### src/rtl/fft_io_sched.sv
// fft_io_sched: frame sequencer for the 2048-point radix-4 FFT core.
// Streams 2048 samples into the four RAM-A banks, kicks the FFT controller,
// waits for it to finish, then streams the results back out of RAM A.
module fft_io_sched #(
    parameter int RD_LAT    = 2,
    parameter int DIGIT_REV = 1
) (
    input  logic       iCLK,
    input  logic       iRESET,
    input  logic       iCLR,
    input  logic       iGO,
    input  logic       iIN_VALID,
    output logic       oIN_READY,
    output logic [1:0] oWR_BANK,
    output logic [8:0] oWR_ADDR,
    output logic       oWR_EN,
    output logic [1:0] oRD_BANK,
    output logic [8:0] oRD_ADDR,
    output logic       oRD_EN,
    output logic       oSEL_IO,
    output logic       oFFT_START,
    input  logic       iFFT_RDY,
    output logic       oOUT_VALID,
    output logic       oOUT_LAST,
    output logic       oBUSY
);

    typedef enum logic [2:0] {
        IDLE,
        LOAD,
        START,
        RUN,
        UNLOAD,
        DRAIN
    } state_t;

    state_t            r_state;
    state_t            w_nextState;
    logic [10:0]       r_cnt;
    logic [10:0]       r_k;
    logic              r_busySeen;
    logic [2:0]        r_drainCnt;
    logic [RD_LAT-1:0] r_vldPipe;
    logic [RD_LAT-1:0] r_lastPipe;

    logic              w_accept;
    logic              w_lastBeat;
    logic              w_rdEn;
    logic              w_lastRead;
    logic              w_drainDone;
    logic [10:0]       w_idx;

    assign w_accept    = (r_state == LOAD) && iIN_VALID;
    assign w_lastBeat  = w_accept && (r_cnt == 11'd2047);
    assign w_rdEn      = (r_state == UNLOAD);
    assign w_lastRead  = w_rdEn && (r_k == 11'd2047);
    assign w_drainDone = (r_drainCnt == 3'(RD_LAT - 1));

    // Unload index: base-4 digit reversal puts the results in natural frequency order.
    generate
        if (DIGIT_REV != 0) begin : g_digitRev
            assign w_idx = {r_k[0], r_k[2:1], r_k[4:3], r_k[6:5], r_k[8:7], r_k[10:9]};
        end else begin : g_storageOrder
            assign w_idx = r_k;
        end
    endgenerate

    // State register; async reset puts the sequencer back to power-up IDLE.
    always_ff @(posedge iCLK or negedge iRESET) begin
        if (!iRESET) begin
            r_state <= IDLE;
        end else begin
            r_state <= w_nextState;
        end
    end

    // Next-state and RAM-port/handshake outputs; iCLR overrides every transition.
    always_comb begin
        w_nextState = r_state;
        oIN_READY   = 1'b0;
        oWR_EN      = 1'b0;
        oWR_BANK    = r_cnt[10:9];
        oWR_ADDR    = r_cnt[8:0];
        oRD_EN      = w_rdEn;
        oRD_BANK    = w_idx[10:9];
        oRD_ADDR    = w_idx[8:0];
        oSEL_IO     = 1'b1;
        oFFT_START  = 1'b0;
        oBUSY       = (r_state != IDLE);

        case (r_state)
            IDLE: begin
                if (iGO) w_nextState = LOAD;
            end
            LOAD: begin
                oIN_READY = 1'b1;
                oWR_EN    = iIN_VALID;
                if (w_lastBeat) w_nextState = START;
            end
            START: begin
                oSEL_IO     = 1'b0;
                oFFT_START  = 1'b1;
                w_nextState = RUN;
            end
            RUN: begin
                oSEL_IO = 1'b0;
                if (r_busySeen && iFFT_RDY) w_nextState = UNLOAD;
            end
            UNLOAD: begin
                if (w_lastRead) w_nextState = DRAIN;
            end
            DRAIN: begin
                if (w_drainDone) w_nextState = IDLE;
            end
            default: begin
                w_nextState = IDLE;
            end
        endcase

        if (iCLR) w_nextState = IDLE;
    end

    // Load/unload counters, drain timer and the stale-ready guard for RUN.
    always_ff @(posedge iCLK or negedge iRESET) begin
        if (!iRESET) begin
            r_cnt      <= '0;
            r_k        <= '0;
            r_busySeen <= 1'b0;
            r_drainCnt <= '0;
        end else if (iCLR) begin
            r_cnt      <= '0;
            r_k        <= '0;
            r_busySeen <= 1'b0;
            r_drainCnt <= '0;
        end else begin
            if (w_accept) r_cnt <= r_cnt + 11'd1;
            if (w_rdEn) r_k <= r_k + 11'd1;
            if (r_state == START) begin
                r_busySeen <= 1'b0;
            end else if ((r_state == RUN) && !iFFT_RDY) begin
                r_busySeen <= 1'b1;
            end
            if (r_state == DRAIN) begin
                r_drainCnt <= r_drainCnt + 3'd1;
            end else begin
                r_drainCnt <= '0;
            end
        end
    end

    // Delay line that lines up valid/last with the RAM read data.
    always_ff @(posedge iCLK or negedge iRESET) begin
        if (!iRESET) begin
            r_vldPipe  <= '0;
            r_lastPipe <= '0;
        end else if (iCLR) begin
            r_vldPipe  <= '0;
            r_lastPipe <= '0;
        end else begin
            r_vldPipe[0]  <= w_rdEn;
            r_lastPipe[0] <= w_lastRead;
            for (int i = 1; i < RD_LAT; i++) begin
                r_vldPipe[i]  <= r_vldPipe[i-1];
                r_lastPipe[i] <= r_lastPipe[i-1];
            end
        end
    end

    assign oOUT_VALID = r_vldPipe[RD_LAT-1];
    assign oOUT_LAST  = r_lastPipe[RD_LAT-1];

endmodule

### config.mk
export PLATFORM = sky130hd
export DESIGN_NAME = fft_io_sched
export DESIGN_NICKNAME = d
export VERILOG_FILES = /design/src/rtl/fft_io_sched.sv
export SDC_FILE = /design/constraint.sdc
export NUM_CORES = 1
export LEC_CHECK = 0
export CAP_MARGIN = 25
export CORE_UTILIZATION = 47
export DETAILED_ROUTE_END_ITERATION = 16
export HOLD_SLACK_MARGIN = 0.03
export PLACE_DENSITY = 0.78
export SLEW_MARGIN = 20
export SYNTH_ARGS = -nofsm -noshare
export SYNTH_HDL_FRONTEND = slang
export SYNTH_SLANG_ARGS = --single-unit
export TNS_END_PERCENT = 1
### constraint.sdc
create_clock -name iCLK -period 2.1 [get_ports iCLK]
set_input_delay 0.21 -clock iCLK [delete_from_list [all_inputs] [get_ports iCLK]]
set_output_delay 0.21 -clock iCLK [all_outputs]
set_load 0.005 [all_outputs]
==> results of run 1 <==
==> worst max-delay path, delay by kind of cell, from the launching register on <==
| family | cells | cell delay (ns) |
|---|---|---|
| DFF | 1 | 0.45 |
| and+or+nand+nor | 1 | 0.41 |
| buffers and inverters | 2 | 0.63 |
==> cell type report <==
class                      instances  area [um2]  area share, %
sequential                        33         830           39.4
multi-input combinational        120         732           34.8
timing repair buffer              44         415           19.7
tap                               44        55.1           2.61
clock buffer                       6        41.3           1.96
inverter                           6        22.5           1.07
clock inverter                     2        10.0          0.475
==> how the worst min path moves through the flow <==
stage / startpoint / to / slack [ns] / cells after the start
6_report: iRESET / r_lastPipe[1] / 0.26 / 2
5_1_grt: iRESET / r_lastPipe[1] / 0.31 / 2
4_1_cts: iRESET / r_lastPipe[0] / 0.28 / 2
3_5_place_dp: r_vldPipe[0] / r_vldPipe[1] / 0.45 / 1
3_3_place_gp: r_lastPipe[0] / r_lastPipe[1] / 0.45 / 1
2_1_floorplan: iRESET / r_busySeen / -0.09 / 0
==> state kept, by name (all words and copies together), names as in the netlist <==
register,count
r_lastPipe,2
r_state,3
r_cnt,11
r_busySeen,1
r_vldPipe,2
r_drainCnt,3
r_k,11
==> cells in the final DEF, fill, tap and decap left out <==
cell type and count:
a21oi_1 4, nor4_1 7, o21ai_0 3, nand2_1 11, nor4b_1 1, dfrtp_2 3
nor2_1 28, nand3b_1 2, o22ai_1 1, clkinv_2 2, dfrtp_1 30, clkdlybuf4s50_1 35
xnor2_1 14, nand4_1 5, and2_1 3, ha_1 4, xor2_1 6, clkbuf_1 1
clkbuf_2 1, nor2b_1 5, a31oi_1 1, inv_1 6, a2111oi_0 1, nand3_1 10
a32o_1 1, nand2b_1 2, and3_1 1, or3_1 2, clkbuf_4 5, or3b_4 1
nor3_1 5, and4bb_4 1, nand4bb_1 1, buf_4 8
==> cells in the mapped netlist (all sizes together) <==
cell	n
nand3b	2
nor4b	1
and2	3
a32o	1
and3	1
xnor2	14
o21ai	3
and4bb	1
a2111oi	1
nor4	7
nor3	5
or3b	1
ha	4
nand2	11
xor2	6
nand2b	2
nand4bb	1
o22ai	1
buf	4
a21oi	4
inv	6
nand3	10
clkbuf	3
dfrtp	33
a31oi	1
nor2b	5
nand4	5
nor2	28
or3	2
==> report_power, final <==
| group | leakage [nW] | internal, mW | switching (mW) | total [mW] |
|---|---|---|---|---|
| Clock | 0.0320 | 0.127 | 0.209 | 0.337 |
| Sequential | 0.454 | 0.668 | 0.0307 | 0.699 |
| Combinational | 0.406 | 0.209 | 0.185 | 0.395 |
| Total | 0.892 | 1.01 | 0.425 | 1.43 |
==> routing by layer <==
metal | wire, um | part of all wire, % | vias to the layer above | GRT usage [%]
met5 | 0 | 0 | - | 0
met4 | 32 | 0.90 | 0 | 7.47
met3 | 142 | 4.0 | 5 | 4.48
met2 | 1820 | 51 | 35 | 36.9
met1 | 1570 | 44 | 657 | 27.0
li1 | - | - | 653 | -
==> through the flow <==
step	hold slack [ns]	setup WS (ns)	utilization [%]
floorplan	-0.0856	0.539	-
CTS	0.281	0.00497	66.2
finish	0.265	0.0669	66.8
detailed placement	0.449	0.301	63.9
global placement	0.448	0.327	63.9
global route	0.313	0.0126	66.8
==> logic make-up after synthesis <==
family | after synthesis | synth area share, %
AO/OA/AOI/OAI | 11 | 4.10
XOR/XNOR | 20 | 10.8
adder cells (fa/ha/maj) | 4 | 3.10
buffers and inverters | 13 | 3.64
flip-flops | 33 | 51.1
AND/OR/NAND/NOR | 85 | 27.2
==> timing repair <==
item,4_1_cts,5_1_grt
pin swaps,0,0
cloned,0,0
buffers inserted,2,3
endpoints found under the setup margin,1,1
gates resized for setup,3,0
==> results list, run 1 <==
- Run status: completed
- TritonCTS built the clock tree.
- Largest fanout on the critical path: 5
- Global routing finished with a remaining overflow of 0.
- Yosys attributes the largest share of cell area to dfrtp_1 51%, xnor2_1 7.6%, nor2_1 6.5%.
* Post-detailed-route DRC marker count: 0
- Data on the critical path is required at its endpoint by 1.89 ns.
- After routing the design area is 2110 um2.
- Setup_tns: 0 ns
- Initial Utilization: 51.3%
* Type of destination of the critical path: output pin
- The number of antenna violations at the first check in global routing is 0.
- The synthesized netlist contains 31 unique library cells.
- Maximum operating frequency: 492 MHz
- Between clock sinks in the finished design, the worst skew comes to 0.00978 ns.
- Dividing the detail-routed wire length by the instance count gives 14.0 um.
* Share of cells above drive strength 1: 9.95%
- Routed via count divided by cell count: 5.29
* Syn Inst Count: 166
* Cell leakage power: 0.892 nW
- Global routing used 21.5% of the available tracks across all layers.
- CTS hold repair buffers: 0
* Worst min-delay path class: in2async
- On the critical path, the stage with the largest delay is an instance of clkdlybuf4s50_1.
- Number of I/O pins: 36
* RSZ-0062 raised after global routing: false
- Power spread over the standard cell area amounts to 679 nW/um2.
- Across the run, the number of max-cap violations was 0.
* Register-to-Register Path Depth: 4
* Maximum number of pins on one net before global-route repair: 34
* Setup-failing EPs final: 0
* R2r startpoint: r_state[1]
- Final-report hold violation count: 0
- The worst setup path is launched from a flop.
- The core region is 3150 um2.
- For flop-to-flop paths, the worst setup slack is 0.41 ns.
* Total of fill cells in the finished design: 264
* DIE WIDTH: 60.6 um
* Number of placement rows: 20
- The die covers 3680 um2.
* List of cells traversed by the critical path: or3b_4 > inv_1 > clkdlybuf4s50_1
* Weighted congestion at the end of routability-driven global placement: 0.885
* Maximum VDD drop: 307 uV
* Worst setup path end: oRD_EN
- Fraction of synthesized cell area taken by the top area cell type: 51.1%
- First-pass GRT wire length: 5750 um
- For this block, the initial DRC count from the detailed router was 72.
- Period utilization: 96.8%
- For this design, the sink count on the clock tree is 33.
- STA puts the critical path data arrival time at 1.82 ns.
- dfrtp_1 takes more of the synthesized area than any other cell.
* Rel. slew slack: 68.1%
* Area of the mapped netlist: 1620 um2
* ANT cells: 0
- Fin. max-slew vios: 0
- Number of CTS-inserted buffers: 5
- When the netlist entered floorplanning its net count stood at 176.
- Number of global-route vias before repair: 1307
* Count of H-tree levels built during CTS: 2
* Capture instance of the worst register-to-register path: r_state[0]
- For this block, the routed nets add up to 3570 um of wire.
- Antenna-violating nets left: 0
- The worst path needs 2.03 ns of the cycle, external delays included.
- Root Buffer: clkbuf_4
* Area delta synth->final: 30.3%
* Flip-flop and latch count after synthesis: 33
- Clock-pin slew was measured on the worst setup and hold paths at 0.10 ns.
- Post-Layout Cell Count: 255
- Average cell area after synthesis: 9.74 um2
- Pin slew with the least headroom to its limit: 0.474 ns
* Max Buffers Root-to-Sink: 2
- Nets: 220
- Summed over all nets, the half-perimeter wirelength after detailed placement is 2400 um.
* Syn. warnings: 0
- Placement-stage cell area: 2020 um2
- Total chip power: 1.43 mW
- Crit path from: r_state[1]
- On the worst path, the slowest cell contributes a delay of 0.51 ns.
- Buffers placed on the I/O ports in this run total 35.
* Clock network latency to the later pin of the worst-skew pair: 0.33 ns
* Critical setup path kind: reg2out
- The die is 60.6 um tall.
- Summing over every cut layer, the via total after detailed routing is 1350.
- For this run, the register share of the synthesized area comes to 51.1%.
- First-pass detailed-route iteration total: 4
- Including well taps, the total number of placed cells is 242.
No activity file was read; power rests on OpenSTA's default activity.
==> inputs of run 2 (changes only) <==
--- a/config.mk
+++ b/config.mk
@@ -10,6 +10,7 @@
 export DETAILED_ROUTE_END_ITERATION = 16
 export HOLD_SLACK_MARGIN = 0.03
 export PLACE_DENSITY = 0.78
+export SKIP_CTS_REPAIR_TIMING = 1
 export SLEW_MARGIN = 20
 export SYNTH_ARGS = -nofsm -noshare
 export SYNTH_HDL_FRONTEND = slang
==> run 2 against run 1 <==
Utilization is the same. Critical endpoint unchanged. Register-to-register slack is essentially flat. Non-clock buffer count is the same. Largest cell class unchanged. Critical path type unchanged. Setup slack gained 0.012 ns.
==> results list, run 2 (same netlist as run 1, synthesis figures left out) <==
- The via count was 1351 (+0.074%).
* Period utilization: 96.2% (-0.58 points)
* Capture instance of the worst register-to-register path: r_k[9]
* Initial antenna violation count: 0 (unchanged)
- The number of antenna-violating nets in the routed design came to 0 (unchanged).
* Fin. max-slew vios: 0 (unchanged)
* Power density over the cells: 670 nW/um2 (-1.4%)
* Worst min-delay path class: in2async
- Share of cells above drive strength 1: 10.4% (+0.47 points)
- Post-detailed-route DRC marker count: 0 (unchanged)
- The tightest hold margin was 0.269 ns (+0.00408 ns).
- TritonCTS built the clock tree.
* Number of placement rows: 20 (unchanged)
- The fmax was 495 MHz (+0.60%).
- The area of the die is 3680 um2 (unchanged).
* Run status: completed
- Overflow after GRT: 0 (unchanged)
- The arrival time of data at the critical path endpoint is 1.81 ns (about the same).
- Critical setup path kind: reg2out
- Clock-pin slew on the worst setup and hold paths: 0.10 ns (about the same)
* Final-report hold violation count: 0 (unchanged)
* Pre-CTS WS: 0.301 ns (unchanged)
* Root Buffer: clkbuf_4
* First-pass GRT wire length: 5580 um (-2.9%)
- The instance area at placement came to 2020 um2 (unchanged).
* Global routing met1 resource utilization: 25.9% (-1.1 points)
- The starting DRC count in detailed routing is 75 (+4.2%).
- DIE WIDTH: 60.6 um (unchanged)
- Critical Path Start Type: flop
- The vertical extent of the die was 60.6 um (unchanged).
- The mean routed wirelength per cell is 13.8 um (-1.3%).
* Weighted congestion at the end of routability-driven global placement: 0.885 (unchanged)
- GRT Util Overall: 20.8% (-0.72 points)
- Required time reported for the critical path endpoint: 1.89 ns (about the same)
* Grt peak-use layer: met2
- The library cell used most frequently in the layout, excluding fill and tap cells, is clkdlybuf4s50_1.
- RSZ-0062 raised after global routing: false
- The summed negative setup slack over all endpoints is 0 ns (unchanged).
- Cell leakage power: 0.890 nW (-0.23%)
- The number of iterations in the first detailed-routing pass is 4 (unchanged).
- The number of diodes added for antenna fixing is 0 (unchanged).
* Met2 demand-to-capacity share in global routing: 35.3% (-1.6 points)
* Number of global-route vias before repair: 1282 (-1.9%)
- Top flop regs: r_cnt (11), r_k (11)
- Maximum VDD drop: 312 uV (+1.7%)
- The worst-case clock buffer depth is 2 (unchanged).
- Area delta synth->final: 30.3% (unchanged)
- Initial Utilization: 51.3% (unchanged)
- The placeable core area was 3150 um2 (unchanged).
* Clock Sink Count: 33 (unchanged)
* Reg2reg setup slack: 0.40 ns (about the same)
* Number of CTS-inserted buffers: 5 (unchanged)
* Nets: 220 (unchanged)
- Clock network latency to the later pin of the worst-skew pair: 0.33 ns (about the same)
- Max-cap viol count: 0 (unchanged)
- The critical path ends at oRD_EN.
- Post-layout minimum cycle time: 2.02 ns (-0.0122 ns)
- PortBufs: 35 (unchanged)
- Crit path from: r_state[0]
- The filler cell count is 266 (+0.76%).
- The aggregate routed wire length was 3520 um (-1.3%).
- The pin count of the biggest net entering global routing is 34 (unchanged).
* Min setup slack post-route: 0.0791 ns (+0.0122 ns)
* Routed via count divided by cell count: 5.30 (about the same)
- Total non-filler cell area in the finished layout: 2110 um2 (unchanged)
- Sum of net half-perimeters after detailed placement: 2400 um (unchanged)
- Number of I/O pins: 36 (unchanged)
- R2r startpoint: r_state[0]
- Count of H-tree levels built during CTS: 2 (unchanged)
* Pin slew with the least headroom to its limit: 0.454 ns (-0.0208 ns)
* Rel. slew slack: 69.5% (+1.4 points)
- Final setup skew: 0.00827 ns (-0.00150 ns)
- Top library cells by usage in the layout, fill and taps aside: 35 x clkdlybuf4s50_1, 30 x dfrtp_1, 28 x nor2_1, 14 x xnor2_1, 11 x nand2_1
- Largest fanout on the critical path: 6 (+1)
- Type of destination of the critical path: output pin
- Setup-failing EPs final: 0 (unchanged)
* Met3 usage in global routing: 4.69% (+0.21 points)
- The depth of the worst register-to-register path is 4 (unchanged).
run 2: changes by cell type in the layout (fill, tap and decap cells not counted):
cell / change
inv_1: -1
inv_2: +1
run 2: power by group:
group	total [mW]	switching, mW	internal (mW)
clock network	0.334	0.207	0.127
registers	0.706	0.0375	0.668
logic	0.370	0.171	0.199
total	1.41	0.416	0.995
run 2: worst min path at each step:
stage	start	endpoint	slack, ns	depth (start not counted)
2_1_floorplan	iRESET	r_busySeen	-0.09	0
5_1_grt	iRESET	r_lastPipe[1]	0.31	2
3_5_place_dp	r_vldPipe[0]	r_vldPipe[1]	0.45	1
4_1_cts	iRESET	r_lastPipe[0]	0.28	2
6_report	iRESET	r_lastPipe[1]	0.27	2
3_3_place_gp	r_lastPipe[0]	r_lastPipe[1]	0.45	1
run 2: metrics by stage:
stage	utilization [%]	power [mW]	cells
2_1_floorplan	-	0.901	166
3_3_place_gp	63.9	1.04	242
3_5_place_dp	63.9	1.05	242
4_1_cts	65.6	1.38	250
5_1_grt	66.8	1.49	255
6_report	66.8	1.41	255
run 2: layout make-up:
cell class / instances / area [um2] / share of cell area (%)
clock buffer: 6 / 41.3 / 1.96
timing repair buffer: 44 / 415 / 19.7
tap: 44 / 55.1 / 2.61
multi-input combinational: 120 / 732 / 34.8
clock inverter: 2 / 10.0 / 0.475
sequential: 33 / 830 / 39.4
inverter: 6 / 22.5 / 1.07
run 2: per-layer routing:
layer | up-vias | part of all wire, %
li1 | 654 | -
met1 | 658 | 44
met2 | 35 | 51
met3 | 4 | 4.5
met4 | 0 | 0.60
met5 | - | 0
run 2: worst max-delay path: stages (launching register included):
cell,delay [ns]
dfrtp_2,0.46
or3b_4,0.44
inv_2,0.09
clkdlybuf4s50_1,0.50
==> inputs of run 3 (changes only) <==
--- a/config.mk
+++ b/config.mk
@@ -8,8 +8,9 @@
 export CAP_MARGIN = 25
 export CORE_UTILIZATION = 47
 export DETAILED_ROUTE_END_ITERATION = 16
+export DONT_BUFFER_PORTS = 1
 export HOLD_SLACK_MARGIN = 0.03
-export PLACE_DENSITY = 0.78
+export PLACE_DENSITY = 0.65
 export SKIP_CTS_REPAIR_TIMING = 1
 export SLEW_MARGIN = 20
 export SYNTH_ARGS = -nofsm -noshare
==> run 3 against run 2 <==
Non-clock buffer count shrank 40. Count of clock-buffer cells in the layout grew 1. Worst hold slack lost 0.21 ns. Power shrank 8.8%. First-iteration DRC count shrank 31%. Cell area shrank 17%. Flip-flop and latch count is the same. Final cell count shrank 16%. Sequential share of layout area grew 8.1 points.
==> results list, run 3 (same netlist as run 1, synthesis figures left out) <==
* Run status: completed
- The worst setup path is of the reg2out kind.
- In this run the clock root is driven by a clkbuf_4.
- Setup_tns: 0 ns (unchanged)
* Weighted congestion at the end of routability-driven global placement: 0.808 (-8.7%)
- Wire length per cell: 14.8 um (+6.9%)
* Final hold slack: 0.0621 ns (-0.207 ns)
- The peak per-stage delay on the critical path was 0.50 ns (about the same).
- DIE AREA: 3680 um2 (unchanged)
- Overflow after GRT: 0 (unchanged)
- The tightest min-delay check is of the in2reg type.
* Routed via count divided by cell count: 5.50 (+3.8%)
- Top library cells by usage in the layout, fill and taps aside: 33 x dfrtp_1, 28 x nor2_1, 14 x xnor2_1, 11 x nand2_1, 10 x nand3_1
* DIE WIDTH: 60.6 um (unchanged)
- The total chip power is 1.29 mW (-8.8%).
- The arrival time of data at the critical path endpoint was 1.49 ns (-0.32 ns).
- Count of H-tree levels built during CTS: 2 (unchanged)
- Sum of net half-perimeters after detailed placement: 2230 um (-7.3%)
- The fmax is 587 MHz (+19%).
* Power density over the cells: 740 nW/um2 (+10%)
* Initial antenna violation count: 0 (unchanged)
- Relative to the synthesized area, the layout overhead comes to 7.51%.
* RSZ-0062 raised after global routing: false
- Max Buffers Root-to-Sink: 2 (unchanged)
- Cell leakage power: 0.750 nW (-16%)
- Rel. slew slack: 37.9% (-32 points)
- Critical Path Start Type: flop
- Antenna-violating nets left: 0 (unchanged)
- Leaving out fill and tap cells, the most frequent cell in the layout is dfrtp_1.
- Slowest CP cell: dfrtp_1
- The total of endpoints with negative setup slack in the final report was 0 (unchanged).
- The number of hold-slack violations in the final timing report was 0 (unchanged).
* First-pass GRT wire length: 5180 um (-7.2%)
- The worst-case clock skew came to 0.00831 ns (+0.0000406 ns).
* Number of CTS-inserted buffers: 5 (unchanged)
- Pin slew with the least headroom to its limit: 0.929 ns (+0.475 ns)
* Required time reported for the critical path endpoint: 1.89 ns (about the same)
* Post-layout minimum cycle time: 1.70 ns (-0.317 ns)
- Post-detailed-route DRC marker count: 0 (unchanged)
- The number of nets in the layout came to 180 (-18%).
- Clock network latency to the later pin of the worst-skew pair: 0.33 ns (about the same)
* Number of global-route vias before repair: 1172 (-8.6%)
- The max-slew violation count was 0 (unchanged).
- The number of placement rows came to 20 (unchanged).
- Number of design-rule violations left by the first detailed-router iteration: 52 (-31%)
- Number of I/O pins: 36 (unchanged)
- Maximum number of pins on one net before global-route repair: 34 (unchanged)
- Initial Utilization: 51.3% (unchanged)
* Instance count after placement with tap cells included: 204 (-16%)
* Die height: 60.6 um (unchanged)
- The via count is 1177 (-13%).
- The placeable core area was 3150 um2 (unchanged).
* Total wire length: 3160 um (-10%)
* Max-cap viol count: 0 (unchanged)
* First-pass detailed-route iteration total: 4 (unchanged)
- GRT Util Overall: 19.9% (-0.87 points)
- ANT cells: 0 (unchanged)
* PortBufs: 0 (-100%)
* Maximum VDD drop: 414 uV (+33%)
- TritonCTS built the clock tree.
* Share of cells above drive strength 1: 5.88% (-4.5 points)
* Clock-pin slew on the worst setup and hold paths: 0.09 ns (about the same)
- Top flop regs: r_cnt (11), r_k (11)
- Type of destination of the critical path: output pin
- Period utilization: 81.1% (-15 points)
- The count of clock tree sinks was 33 (unchanged).
* List of cells traversed by the critical path: nand4bb_1 > buf_4 > inv_1
- The maximum net fanout on the critical path was 12 (+6).
- The number of standard cells in the final layout excluding fillers came to 214 (-16%).
==> run 3: final cells by class <==
cell class	count	area, um2
tap	44	55.1
fill	292	1420
sequential	33	826
inverter	6	22.5
multi-input combinational	120	732
timing repair buffer	4	47.5
clock buffer	7	55.1
==> run 3: per-stage QoR <==
step                      utilization, %  setup WS, ns  cell area, um2
after floorplan                        -         0.539            1620
after global placement              52.1         0.441            1640
after detailed placement            52.1         0.407            1640
after CTS                           53.8         0.378            1700
after global routing                55.1         0.245            1740
final                               55.1         0.396            1740
==> run 3: final timing paths <==
kind | start | endpoint | slack [ns] | cells past startpoint
min in group asynchronous | iRESET | r_lastPipe[1] | 0.31 | 2
hold / removal | iFFT_RDY | r_busySeen | 0.06 | 3
max in group asynchronous | iRESET | r_k[7] | 1.61 | 2
setup / recovery | r_state[1] | oWR_EN | 0.40 | 3
setup reg to reg | r_state[1] | r_cnt[8] | 0.40 | 5
hold reg to reg | r_vldPipe[0] | r_vldPipe[1] | 0.48 | 1
==> run 3: report_power, final <==
part | switching, mW | internal, mW | leakage, nW | total, mW
registers | 0.0624 | 0.664 | 0.458 | 0.727
logic | 0.114 | 0.0848 | 0.261 | 0.199
clock network | 0.202 | 0.158 | 0.0314 | 0.360
total | 0.379 | 0.907 | 0.750 | 1.29
==> run 3: layer usage <==
| metal | track usage [%] | vias to the layer above | wire [um] |
|---|---|---|---|
| met2 | 33.1 | 34 | 1560 |
| li1 | - | 571 | - |
| met1 | 23.4 | 568 | 1350 |
| met3 | 8.10 | 4 | 211 |
| met5 | 0 | - | 0 |
| met4 | 6.82 | 0 | 35 |
==> run 3: critical path: cells and delay by family, from the launching register on <==
| kind | cells | cell delay [ns] |
|---|---|---|
| buffers and inverters | 2 | 0.37 |
| DFF | 1 | 0.50 |
| and+or+nand+nor | 1 | 0.29 |
